File: config.mk
export PLATFORM = sky130hd
export DESIGN_NAME = spi_xfer_ctrl_flat
export DESIGN_NICKNAME = d
export VERILOG_FILES = /design/src/rtl/spi_xfer_ctrl_if.sv /design/src/rtl/spi_xfer_ctrl.sv /design/src/flat_wrapper.sv
export SDC_FILE = /design/constraint.sdc
export NUM_CORES = 1
export LEC_CHECK = 0
export ABC_CLOCK_PERIOD_IN_PS = 2600
export CAP_MARGIN = 10
export CORE_MARGIN = 2
export CORE_UTILIZATION = 25
export CTS_CLUSTER_DIAMETER = 120
export DETAILED_ROUTE_END_ITERATION = 12
export PLACE_DENSITY = 0.39
export SLEW_MARGIN = 25
export SYNTH_ARGS = -nofsm -noshare
export SYNTH_HDL_FRONTEND = slang
export SYNTH_SLANG_ARGS = --single-unit
File: constraint.sdc
create_clock -name clk -period 2.6 [get_ports clk]
set_input_delay 0.78 -clock clk [delete_from_list [all_inputs] [get_ports clk]]
set_output_delay 0.78 -clock clk [all_outputs]
set_load 0.005 [all_outputs]
File: src/rtl/spi_xfer_ctrl_if.sv
// Handshake bundle between spi_xfer_ctrl, its host (TX/RX byte streams) and spi_master.
// The slave modport is the controller's view; master is the view of whatever drives it.
interface spi_xfer_ctrl_if;
  logic [7:0] in_data;
  logic       in_valid;
  logic       in_ready;
  logic [7:0] out_data;
  logic       out_valid;
  logic       out_ready;
  logic       m_start;
  logic [7:0] m_tx_data;
  logic [7:0] m_rx_data;
  logic       m_busy;
  logic       m_done;

  modport slave (
    input  in_data, in_valid, out_ready, m_rx_data, m_busy, m_done,
    output in_ready, out_data, out_valid, m_start, m_tx_data
  );

  modport master (
    output in_data, in_valid, out_ready, m_rx_data, m_busy, m_done,
    input  in_ready, out_data, out_valid, m_start, m_tx_data
  );
endinterface

File: src/rtl/spi_xfer_ctrl.sv
// Byte-stream front end for spi_master: TX FIFO -> one master transfer per byte -> RX FIFO.
// Optional macro SPI_RX_BACKPRESSURE_EN: hold launches until RX has a free slot (rx_ovf tied 0).
module spi_xfer_ctrl #(
  parameter int TX_DEPTH = 8,
  parameter int RX_DEPTH = 8,
  parameter int TIMEOUT  = 1024
) (
  input  logic                      clk,
  input  logic                      rst_n,
  spi_xfer_ctrl_if.slave            bus,
  output logic [$clog2(TX_DEPTH):0] tx_level,
  output logic [$clog2(RX_DEPTH):0] rx_level,
  output logic                      rx_ovf,
  output logic                      tmo_err,
  output logic                      idle
);
  localparam int TXAW = $clog2(TX_DEPTH);
  localparam int RXAW = $clog2(RX_DEPTH);
  localparam logic [TXAW:0] TX_FULL    = (TXAW+1)'(TX_DEPTH);
  localparam logic [RXAW:0] RX_FULL    = (RXAW+1)'(RX_DEPTH);
  localparam logic [31:0]   WAIT_LIMIT = 32'(TIMEOUT - 1);

  typedef enum logic [1:0] {S_IDLE, S_START, S_WAIT} state_t;

  state_t          r_state;
  logic            r_m_start;
  logic [7:0]      r_m_tx_data;
  logic [31:0]     r_wait_cnt;
  logic            r_tmo_err;

  logic [7:0]      r_tx_mem [TX_DEPTH];
  logic [TXAW-1:0] r_tx_wr;
  logic [TXAW-1:0] r_tx_rd;
  logic [TXAW:0]   r_tx_cnt;

  logic [7:0]      r_rx_mem [RX_DEPTH];
  logic [RXAW-1:0] r_rx_wr;
  logic [RXAW-1:0] r_rx_rd;
  logic [RXAW:0]   r_rx_cnt;

  logic w_tx_push;
  logic w_tx_pop;
  logic w_launch_ok;
  logic w_rx_capture;
  logic w_rx_full;
  logic w_rx_pop;
  logic w_rx_push;

  assign w_tx_push    = bus.in_valid && (r_tx_cnt != TX_FULL);
  assign w_tx_pop     = (r_state == S_IDLE) && (r_tx_cnt != '0) && !bus.m_busy && w_launch_ok;
  assign w_rx_capture = (r_state == S_WAIT) && bus.m_done;
  assign w_rx_full    = (r_rx_cnt == RX_FULL);
  assign w_rx_pop     = (r_rx_cnt != '0) && bus.out_ready;
  // A full RX still accepts a byte when the host pops the head in the same cycle.
  assign w_rx_push    = w_rx_capture && (!w_rx_full || w_rx_pop);

`ifdef SPI_RX_BACKPRESSURE_EN
  logic w_pending;
  assign w_pending   = (r_state != S_IDLE);
  assign w_launch_ok = ((r_rx_cnt + {{RXAW{1'b0}}, w_pending}) < RX_FULL);
  assign rx_ovf      = 1'b0;
`else
  logic r_rx_ovf;
  assign w_launch_ok = 1'b1;
  assign rx_ovf      = r_rx_ovf;

  always_ff @(posedge clk or negedge rst_n) begin
    if (!rst_n) begin
      r_rx_ovf <= 1'b0;
    end else if (w_rx_capture && w_rx_full && !w_rx_pop) begin
      r_rx_ovf <= 1'b1;
    end
  end
`endif

  always_ff @(posedge clk or negedge rst_n) begin
    if (!rst_n) begin
      for (int i = 0; i < TX_DEPTH; i++) r_tx_mem[i] <= '0;
      r_tx_wr  <= '0;
      r_tx_rd  <= '0;
      r_tx_cnt <= '0;
    end else begin
      if (w_tx_push) begin
        r_tx_mem[r_tx_wr] <= bus.in_data;
        r_tx_wr           <= r_tx_wr + TXAW'(1);
      end
      if (w_tx_pop) begin
        r_tx_rd <= r_tx_rd + TXAW'(1);
      end
      case ({w_tx_push, w_tx_pop})
        2'b10:   r_tx_cnt <= r_tx_cnt + (TXAW+1)'(1);
        2'b01:   r_tx_cnt <= r_tx_cnt - (TXAW+1)'(1);
        default: r_tx_cnt <= r_tx_cnt;
      endcase
    end
  end

  always_ff @(posedge clk or negedge rst_n) begin
    if (!rst_n) begin
      for (int i = 0; i < RX_DEPTH; i++) r_rx_mem[i] <= '0;
      r_rx_wr  <= '0;
      r_rx_rd  <= '0;
      r_rx_cnt <= '0;
    end else begin
      if (w_rx_push) begin
        r_rx_mem[r_rx_wr] <= bus.m_rx_data;
        r_rx_wr           <= r_rx_wr + RXAW'(1);
      end
      if (w_rx_pop) begin
        r_rx_rd <= r_rx_rd + RXAW'(1);
      end
      case ({w_rx_push, w_rx_pop})
        2'b10:   r_rx_cnt <= r_rx_cnt + (RXAW+1)'(1);
        2'b01:   r_rx_cnt <= r_rx_cnt - (RXAW+1)'(1);
        default: r_rx_cnt <= r_rx_cnt;
      endcase
    end
  end

  // Timeout fires at the end of the TIMEOUT-th WAIT cycle; m_done in that cycle still wins.
  always_ff @(posedge clk or negedge rst_n) begin
    if (!rst_n) begin
      r_state     <= S_IDLE;
      r_m_start   <= 1'b0;
      r_m_tx_data <= '0;
      r_wait_cnt  <= '0;
      r_tmo_err   <= 1'b0;
    end else begin
      case (r_state)
        S_IDLE: begin
          if (w_tx_pop) begin
            r_m_tx_data <= r_tx_mem[r_tx_rd];
            r_m_start   <= 1'b1;
            r_state     <= S_START;
          end
        end
        S_START: begin
          r_m_start  <= 1'b0;
          r_wait_cnt <= '0;
          r_state    <= S_WAIT;
        end
        S_WAIT: begin
          if (bus.m_done) begin
            r_state <= S_IDLE;
          end else if ((TIMEOUT != 0) && (r_wait_cnt >= WAIT_LIMIT)) begin
            r_tmo_err <= 1'b1;
            r_state   <= S_IDLE;
          end else begin
            r_wait_cnt <= r_wait_cnt + 32'd1;
          end
        end
        default: begin
          r_m_start <= 1'b0;
          r_state   <= S_IDLE;
        end
      endcase
    end
  end

  assign bus.in_ready  = (r_tx_cnt != TX_FULL);
  assign bus.out_data  = r_rx_mem[r_rx_rd];
  assign bus.out_valid = (r_rx_cnt != '0);
  assign bus.m_start   = r_m_start;
  assign bus.m_tx_data = r_m_tx_data;
  assign tx_level      = r_tx_cnt;
  assign rx_level      = r_rx_cnt;
  assign tmo_err       = r_tmo_err;
  assign idle          = (r_state == S_IDLE) && (r_tx_cnt == '0);
endmodule

File: src/flat_wrapper.sv
// flat-port wrapper written by rule: the top's interface ports become plain ports
module spi_xfer_ctrl_flat 
#(
  parameter int TX_DEPTH = 8,
  parameter int RX_DEPTH = 8,
  parameter int TIMEOUT  = 1024
)
  (clk, rst_n, tx_level, rx_level, rx_ovf, tmo_err, idle, bus_in_data, bus_in_valid, bus_out_ready, bus_m_rx_data, bus_m_busy, bus_m_done, bus_in_ready, bus_out_data, bus_out_valid, bus_m_start, bus_m_tx_data);
  spi_xfer_ctrl_if bus_i ();
  input  logic clk;
  input  logic rst_n;
  output logic [$clog2(TX_DEPTH):0] tx_level;
  output logic [$clog2(RX_DEPTH):0] rx_level;
  output logic rx_ovf;
  output logic tmo_err;
  output logic idle;
  input wire logic [$bits(bus_i.in_data)-1:0] bus_in_data;
  input wire logic [$bits(bus_i.in_valid)-1:0] bus_in_valid;
  input wire logic [$bits(bus_i.out_ready)-1:0] bus_out_ready;
  input wire logic [$bits(bus_i.m_rx_data)-1:0] bus_m_rx_data;
  input wire logic [$bits(bus_i.m_busy)-1:0] bus_m_busy;
  input wire logic [$bits(bus_i.m_done)-1:0] bus_m_done;
  output wire logic [$bits(bus_i.in_ready)-1:0] bus_in_ready;
  output wire logic [$bits(bus_i.out_data)-1:0] bus_out_data;
  output wire logic [$bits(bus_i.out_valid)-1:0] bus_out_valid;
  output wire logic [$bits(bus_i.m_start)-1:0] bus_m_start;
  output wire logic [$bits(bus_i.m_tx_data)-1:0] bus_m_tx_data;
  assign bus_i.in_data = bus_in_data;
  assign bus_i.in_valid = bus_in_valid;
  assign bus_i.out_ready = bus_out_ready;
  assign bus_i.m_rx_data = bus_m_rx_data;
  assign bus_i.m_busy = bus_m_busy;
  assign bus_i.m_done = bus_m_done;
  assign bus_in_ready = bus_i.in_ready;
  assign bus_out_data = bus_i.out_data;
  assign bus_out_valid = bus_i.out_valid;
  assign bus_m_start = bus_i.m_start;
  assign bus_m_tx_data = bus_i.m_tx_data;
  spi_xfer_ctrl #(.TX_DEPTH(TX_DEPTH), .RX_DEPTH(RX_DEPTH), .TIMEOUT(TIMEOUT)) u_core (.clk(clk), .rst_n(rst_n), .bus(bus_i), .tx_level(tx_level), .rx_level(rx_level), .rx_ovf(rx_ovf), .tmo_err(tmo_err), .idle(idle));
endmodule
==> qor.yml, run 1 <==
cells_and_area:
  final_nets: 741
  drive_gt1_share_pct: 41.1
  syn_to_final_growth_pct: 27.5
  n_antenna_cell: 0
  fin_util_pct: 32.5
  fillers: 3342
  final_cells: 1168
routing:
  final_antenna_net_count: 0
  drc_errors: 0
  routed_via_density: 4.44
  totalWireLength_um: 20000
  vias: 5183
  dr.pass1.iters: 4
  wl_per_cell_um: 17.1
  drt-initial-drc-count: 221
synth:
  ys_warn_count: 0
  ys.flop_type: "dfrtp_1"
  ys_ff_latch: 193
  ys_async_sr_fraction_pct: 100
  synth-edff-count: 0
  syn_area_mm2: 0.00859
  syn_inst: 590
  synth.distinct_cells: 47
  synth_area_per_cell_um2: 14.6
  syn_nets: 624
  synth_top_area_share_pct: 56.2
  ys_top_cells_by_area: "dfrtp_1, mux2_2, mux4_2, and2_1, ha_1"
  yosys.area.top_type: "dfrtp_1"
  yosysSeqAreaShare_pct: 56.2
cts:
  cts-htree-levels: 4
  cts.clk_slew.worst_paths_ns: 0.08
  numClockSinks: 193
  holdBufCountCts: 0
  clk_path_buf_depth: 2
  cts_root_buffer: "clkbuf_16"
  numCtsBuffers: 17
  clock_latency_ns: 0.43
  cts_tree: "yes"
sta:
  worst_hold_slack_ns: 0.271
  fin_worst_skew_ns: 0.0141
  postLayoutSetupSlackWorst_ns: -0.208
  tns_ns: -1.55
  setup_viol: 8
  rsz0062_at_grt: "yes"
  period_share_pct: 108
  worst_slew_pin_slew_ns: 0.842
  drv_slew: 0
  relSlewSlack_pct: 43.9
  timing.final.crit_period_ns: 2.81
  hold_viol_final: 0
  fmaxAchievable_mhz: 356
floorplanning:
  num_rows: 67
  io_pins: 52
  design.core.area_mm2: 0.0337
  initial_core_util_pct: 25.5
  die_h_um: 189
  dieArea_mm2: 0.0359
  die_width_um: 189
outcome:
  violations: "negative setup slack"
  status: "complete, but fails checks"
worst_setup_path:
  required_ns: 1.82
  crit_path_end_kind: "output pin"
  worstPathArrival_ns: 2.03
  crit_path_start_kind: "register"
  crit_type: "register to output pin"
  rr_startpoint: "u_core.r_state[0]$_DFFE_PN0P_"
  r2r_cells: 9
  startpoint: "u_core.r_rx_rd[0]$_DFFE_PN0P_"
  path_max_fanout: 5
grt:
  grt_max_degree: 54
  grt_pass1_wl_um: 32600
  grt_pass1_vias: 5631
  track_usage_pct: 11.9
  overflow: 0
  antenna_found_initial: 0
placed_design:
  finalWeightedCongestion: 0.724
  hpwl_um: 13100
  port_buffers: 51
  place_inst: 1123
flow_run:
  drv_cap: 0
power:
  p_per_area_mw_per_mm2: 1140
  p_total_mw: 12.5
  vdd_ir_drop_max_uv: 511
  power_leakage_nw: 4.83
hold_path:
  hold_class: "primary input to asynchronous set/reset pin"
[final cells by class]
type	count	area [µm²]	share of cell area (%)
clock buffer	19	443	4.04
clock inverter	13	159	1.45
inverter	11	41.3	0.377
multi-input combinational	361	3680	33.6
sequential	193	4830	44.1
tap	448	561	5.12
timing repair buffer	123	1230	11.2
[path summary, 6_finish.rpt]
| kind | to | slack (ns) |
|---|---|---|
| worst max-delay path | bus_out_data[7] | -0.21 |
| max in group asynchronous | u_core.r_rx_mem[44]$_DFFE_PN0P_ | 1.66 |
| worst min register to register | u_core.r_wait_cnt[18]$_DFFE_PN0P_ | 0.48 |
| worst min-delay path | u_core.rx_level[0]$_DFFE_PN0P_ | 0.27 |
| min in group clk | u_core.r_wait_cnt[18]$_DFFE_PN0P_ | 0.48 |
| worst max register to register | u_core.tx_level[3]$_DFFE_PN0P_ | 0.22 |
[power breakdown]
part	total (mW)	leakage [nW]	switching [mW]	internal [mW]
Sequential	4.90	2.46	0.772	4.13
Combinational	4.91	2.08	1.89	3.03
Clock	2.70	0.290	1.16	1.54
Total	12.5	4.83	3.82	8.70
[routing by layer]
layer  vias up  wire [µm]  track usage (%)
met3        17        525             2.58
met1      2716       8840             14.9
met2        64      10400             20.8
met5         -          0                0
li1       2386          -                -
met4         0        228             3.16
[cell usage in the layout (no fill, tap or decap), drive strengths merged, types with 2 or more instances in the layout]
master	instances
or4	5
xnor2	10
inv	13
clkdlybuf4s50	39
bufinv	3
or3	2
clkbuf	21
buf	79
nand4	5
nand4b	4
dfrtp	193
nor4b	2
dlygate4sd2	2
nor3b	3
o211ai	2
nor4	6
mux4	32
nand2b	2
nor2b	3
nand2	30
nand3b	4
a21oi	7
xor2	7
o21ai	14
o31ai	4
nor3	8
a31oi	2
mux2	139
nor2	7
nand3	10
clkinv	5
ha	11
and2	23
mux2i	10
o21bai	2
clkinvlp	3
[stage by stage]
stage               instance area (µm²)  setup WS (ns)
CTS                               10900         -0.296
detailed placement                10100         -0.444
global placement                  10100         -0.397
finish                            11000         -0.208
floorplan                          8590         0.0417
global route                      11000         -0.290
[registers in the layout, indices dropped and copies added (netlist names)]
name	flops
u_core.r_state	2
u_core.r_tx_wr	3
u_core.bus.m_start	1
u_core.r_tx_mem	64
u_core.r_wait_cnt	32
u_core.tmo_err	1
u_core.tx_level	4
u_core.r_rx_rd	3
u_core.r_rx_wr	3
u_core.r_tx_rd	3
u_core.rx_level	4
u_core.rx_ovf	1
u_core.r_rx_mem	64
u_core.bus.m_tx_data	8
[synth_stat cells, types with 4 or more instances]
library cell,n
a21oi_1,7
o31ai_1,4
nor2_1,6
nand3b_1,4
mux2_2,131
or4_1,5
nand2_1,30
nor4_1,6
xnor2_1,10
nor3_1,6
dfrtp_1,193
o21ai_0,12
nand4_1,5
mux2i_1,10
buf_2,4
buf_1,8
xor2_1,7
and2_1,23
mux4_2,32
nand4b_1,4
ha_1,11
nand3_1,10
clkbuf_1,13
mux2_1,8
inv_1,10
[kinds of logic (layout without fill, tap and decap cells)]
group | count (synthesis) | after routing | synth area share (%)
AND/OR/NAND/NOR | 118 | 118 | 8.48
buffers and inverters | 36 | 166 | 1.63
XOR/XNOR | 17 | 17 | 1.73
adder cells (fa/ha/maj) | 12 | 12 | 1.83
multiplexers | 181 | 181 | 27.8
flip-flops | 193 | 193 | 56.2
AO/OA/AOI/OAI | 33 | 33 | 2.34
[worst max-delay path: stages (launching register included)]
cell     delay (ns)
dfrtp_2        0.44
buf_12         0.15
buf_12         0.10
mux4_2         0.49
mux2_4         0.30
buf_6          0.12
[timing repair]
action | 4_1_cts | 5_1_grt
setup buffers | 11 | 2
resized for setup | 55 | 13
endpoints found under the setup margin | 10 | 35
gates cloned | 1 | 0
pin swaps | 1 | 4
(Power assumes the default switching activity.)
==> inputs of run 2 (changes only) <==
ABC_CLOCK_PERIOD_IN_PS = 3350   (was 2600)
PLACE_DENSITY = 0.37   (was 0.39)
clock period = 3.35 ns   (was 2.6 ns; I/O delays follow)
==> run 2 against run 1 <==
Net effect: the flow now finishes without violations; first-iteration DRC count decreased by 39%; wire length is 1.4% lower; largest power group is now registers; sequential share of layout area rose by 1.9 points; via count is 3.0% lower; non-clock buffer count down 33; largest cell class unchanged; clock-buffer cell count is 1 higher; combinational power decreased by 34%; clock power fell by 22%; cell count is 2.8% lower.
==> qor.yml, run 2 (same netlist as run 1, synthesis figures left out) <==
outcome:
  status: "completed"
cts:
  holdBufCountCts: 0
  cts.clk_slew.worst_paths_ns: 0.08
  clk_path_buf_depth: 2
  cts_tree: "yes"
  clock_latency_ns: 0.44
  numClockSinks: 193
  cts-htree-levels: 4
  cts_root_buffer: "clkbuf_16"
  numCtsBuffers: 17
worst_setup_path:
  r2r_end: "u_core.rx_level[2]$_DFFE_PN0P_"
  crit_type: "register to output pin"
  crit_path_start_kind: "register"
  r2r_cells: 10
  worstPathArrival_ns: 2.25
  startpoint: "u_core.r_rx_rd[0]$_DFFE_PN0P_"
  path_max_fanout: 16
  crit_path_end_kind: "output pin"
  r2r_slack_ns: 0.83
  required_ns: 2.34
  rr_startpoint: "u_core.rx_level[1]$_DFFE_PN0P_"
power:
  power_leakage_nw: 4.62
  vdd_ir_drop_max_uv: 404
  p_per_area_mw_per_mm2: 880
sta:
  fin_worst_skew_ns: 0.0111
  period_share_pct: 97.2
  worst_hold_slack_ns: 0.479
  fmaxAchievable_mhz: 307
  setup_viol: 0
  relSlewSlack_pct: 42.1
  hold_viol_final: 0
  worst_slew_pin_slew_ns: 0.869
  postLayoutSetupSlackWorst_ns: 0.0928
  drv_slew: 0
  timing.final.crit_period_ns: 3.26
  tns_ns: 0
  rsz0062_at_grt: "no"
placed_design:
  port_buffers: 51
  hpwl_um: 12800
  finalWeightedCongestion: 0.708
  preCtsSetupSlack_ns: 0.0588
  placedInstanceArea_mm2: 0.00986
cells_and_area:
  fillers: 3362
  final_cell_mix: "dfrtp_1, mux2_2, clkdlybuf4s50_1"
  reg_top3: "u_core.r_rx_mem (64), u_core.r_tx_mem (64), u_core.r_wait_cnt (32)"
  final_common_cell: "dfrtp_1"
  n_antenna_cell: 0
  final_nets: 708
  layout.area.seq_mm2: 0.00483
  drive_gt1_share_pct: 35.5
  syn_to_final_growth_pct: 22.2
  final_cell_area_mm2: 0.0105
  multi_input_area_mm2: 0.00362
routing:
  wl_per_cell_um: 17.4
  final_antenna_net_count: 0
  totalWireLength_um: 19700
  vias: 5029
  dr.pass1.iters: 4
  drt-initial-drc-count: 134
  routed_via_density: 4.43
  drc_errors: 0
hold_path:
  min_to: "u_core.bus.m_tx_data[2]$_DFFE_PN0P_"
  hp-start: "u_core.bus.m_tx_data[2]$_DFFE_PN0P_"
  hold_depth: 2
  hold_class: "register to register"
floorplanning:
  die_h_um: 189
  die_width_um: 189
  initial_core_util_pct: 25.5
  dieArea_mm2: 0.0359
  num_rows: 67
  design.core.area_mm2: 0.0337
  io_pins: 52
grt:
  grt_pass1_wl_um: 31700
  overflow: 0
  antenna_found_initial: 1
  track_usage_pct: 11.7
  grt_pass1_vias: 5442
  grt_max_degree: 64
flow_run:
  drv_cap: 0
## run 2: timing repair
item,4_1_cts,5_1_grt
gates resized for setup,3,2
endpoints found under the hold margin,0,0
setup buffers,1,4
setup endpoints to repair,5,5
## run 2: layout make-up
type | instances | area share, %
well taps | 448 | 5.34
flip-flops and latches | 193 | 46.0
clock buffers | 20 | 4.35
clock inverters | 12 | 1.37
repair buffers | 90 | 8.06
multi-input cells | 361 | 34.5
inverters | 11 | 0.393
## run 2: how the worst max path moves through the flow
stage               slack, ns                        endpoint  cells past startpoint
finish                   0.09                 bus_out_data[4]                      4
global route            0.004                 bus_out_data[4]                      4
CTS                     0.005                 bus_out_data[4]                      4
detailed placement       0.06  u_core.rx_level[2]$_DFFE_PN0P_                     11
global placement         0.10  u_core.tx_level[3]$_DFFE_PN0P_                     10
floorplan                0.45                 bus_out_data[0]                      4
## run 2: per-layer routing
| metal | wire length, µm | track usage, % | vias to the layer above | share of wire, % |
|---|---|---|---|---|
| met5 | 13 | 0 | - | 0.066 |
| met4 | 219 | 3.22 | 2 | 1.1 |
| met3 | 503 | 2.67 | 15 | 2.5 |
| met2 | 9840 | 19.5 | 46 | 50 |
| met1 | 9160 | 15.2 | 2635 | 46 |
| li1 | - | - | 2331 | - |
## run 2: power by group
| part | internal [mW] | leakage, nW | total, mW | switching (mW) |
|---|---|---|---|---|
| Clock | 1.16 | 0.297 | 2.11 | 0.948 |
| Sequential | 3.20 | 2.46 | 3.89 | 0.690 |
| Combinational | 2.00 | 1.86 | 3.24 | 1.24 |
## run 2: critical path, stage by stage, from the launching register on
cell	delay, ns
dfrtp_1	0.38
buf_12	0.19
mux4_2	0.52
mux2_2	0.28
clkdlybuf4s50_1	0.45
## run 2: metrics by stage
stage | total power [mW] | cells | util [%]
after CTS | 9.42 | 1131 | 31.1
after detailed placement | 7.25 | 1098 | 29.3
final | 9.23 | 1135 | 31.2
after global placement | 7.14 | 1098 | 29.3
after global routing | 9.89 | 1135 | 31.2
after floorplan | 5.97 | 590 | -
==> inputs of run 3 (changes only) <==
CAP_MARGIN = default   (was 10)
GPL_ROUTABILITY_DRIVEN = 0   (was default)
==> results of run 3 <==
No change in the layout: final DEF, timing and power equal those of run 2.
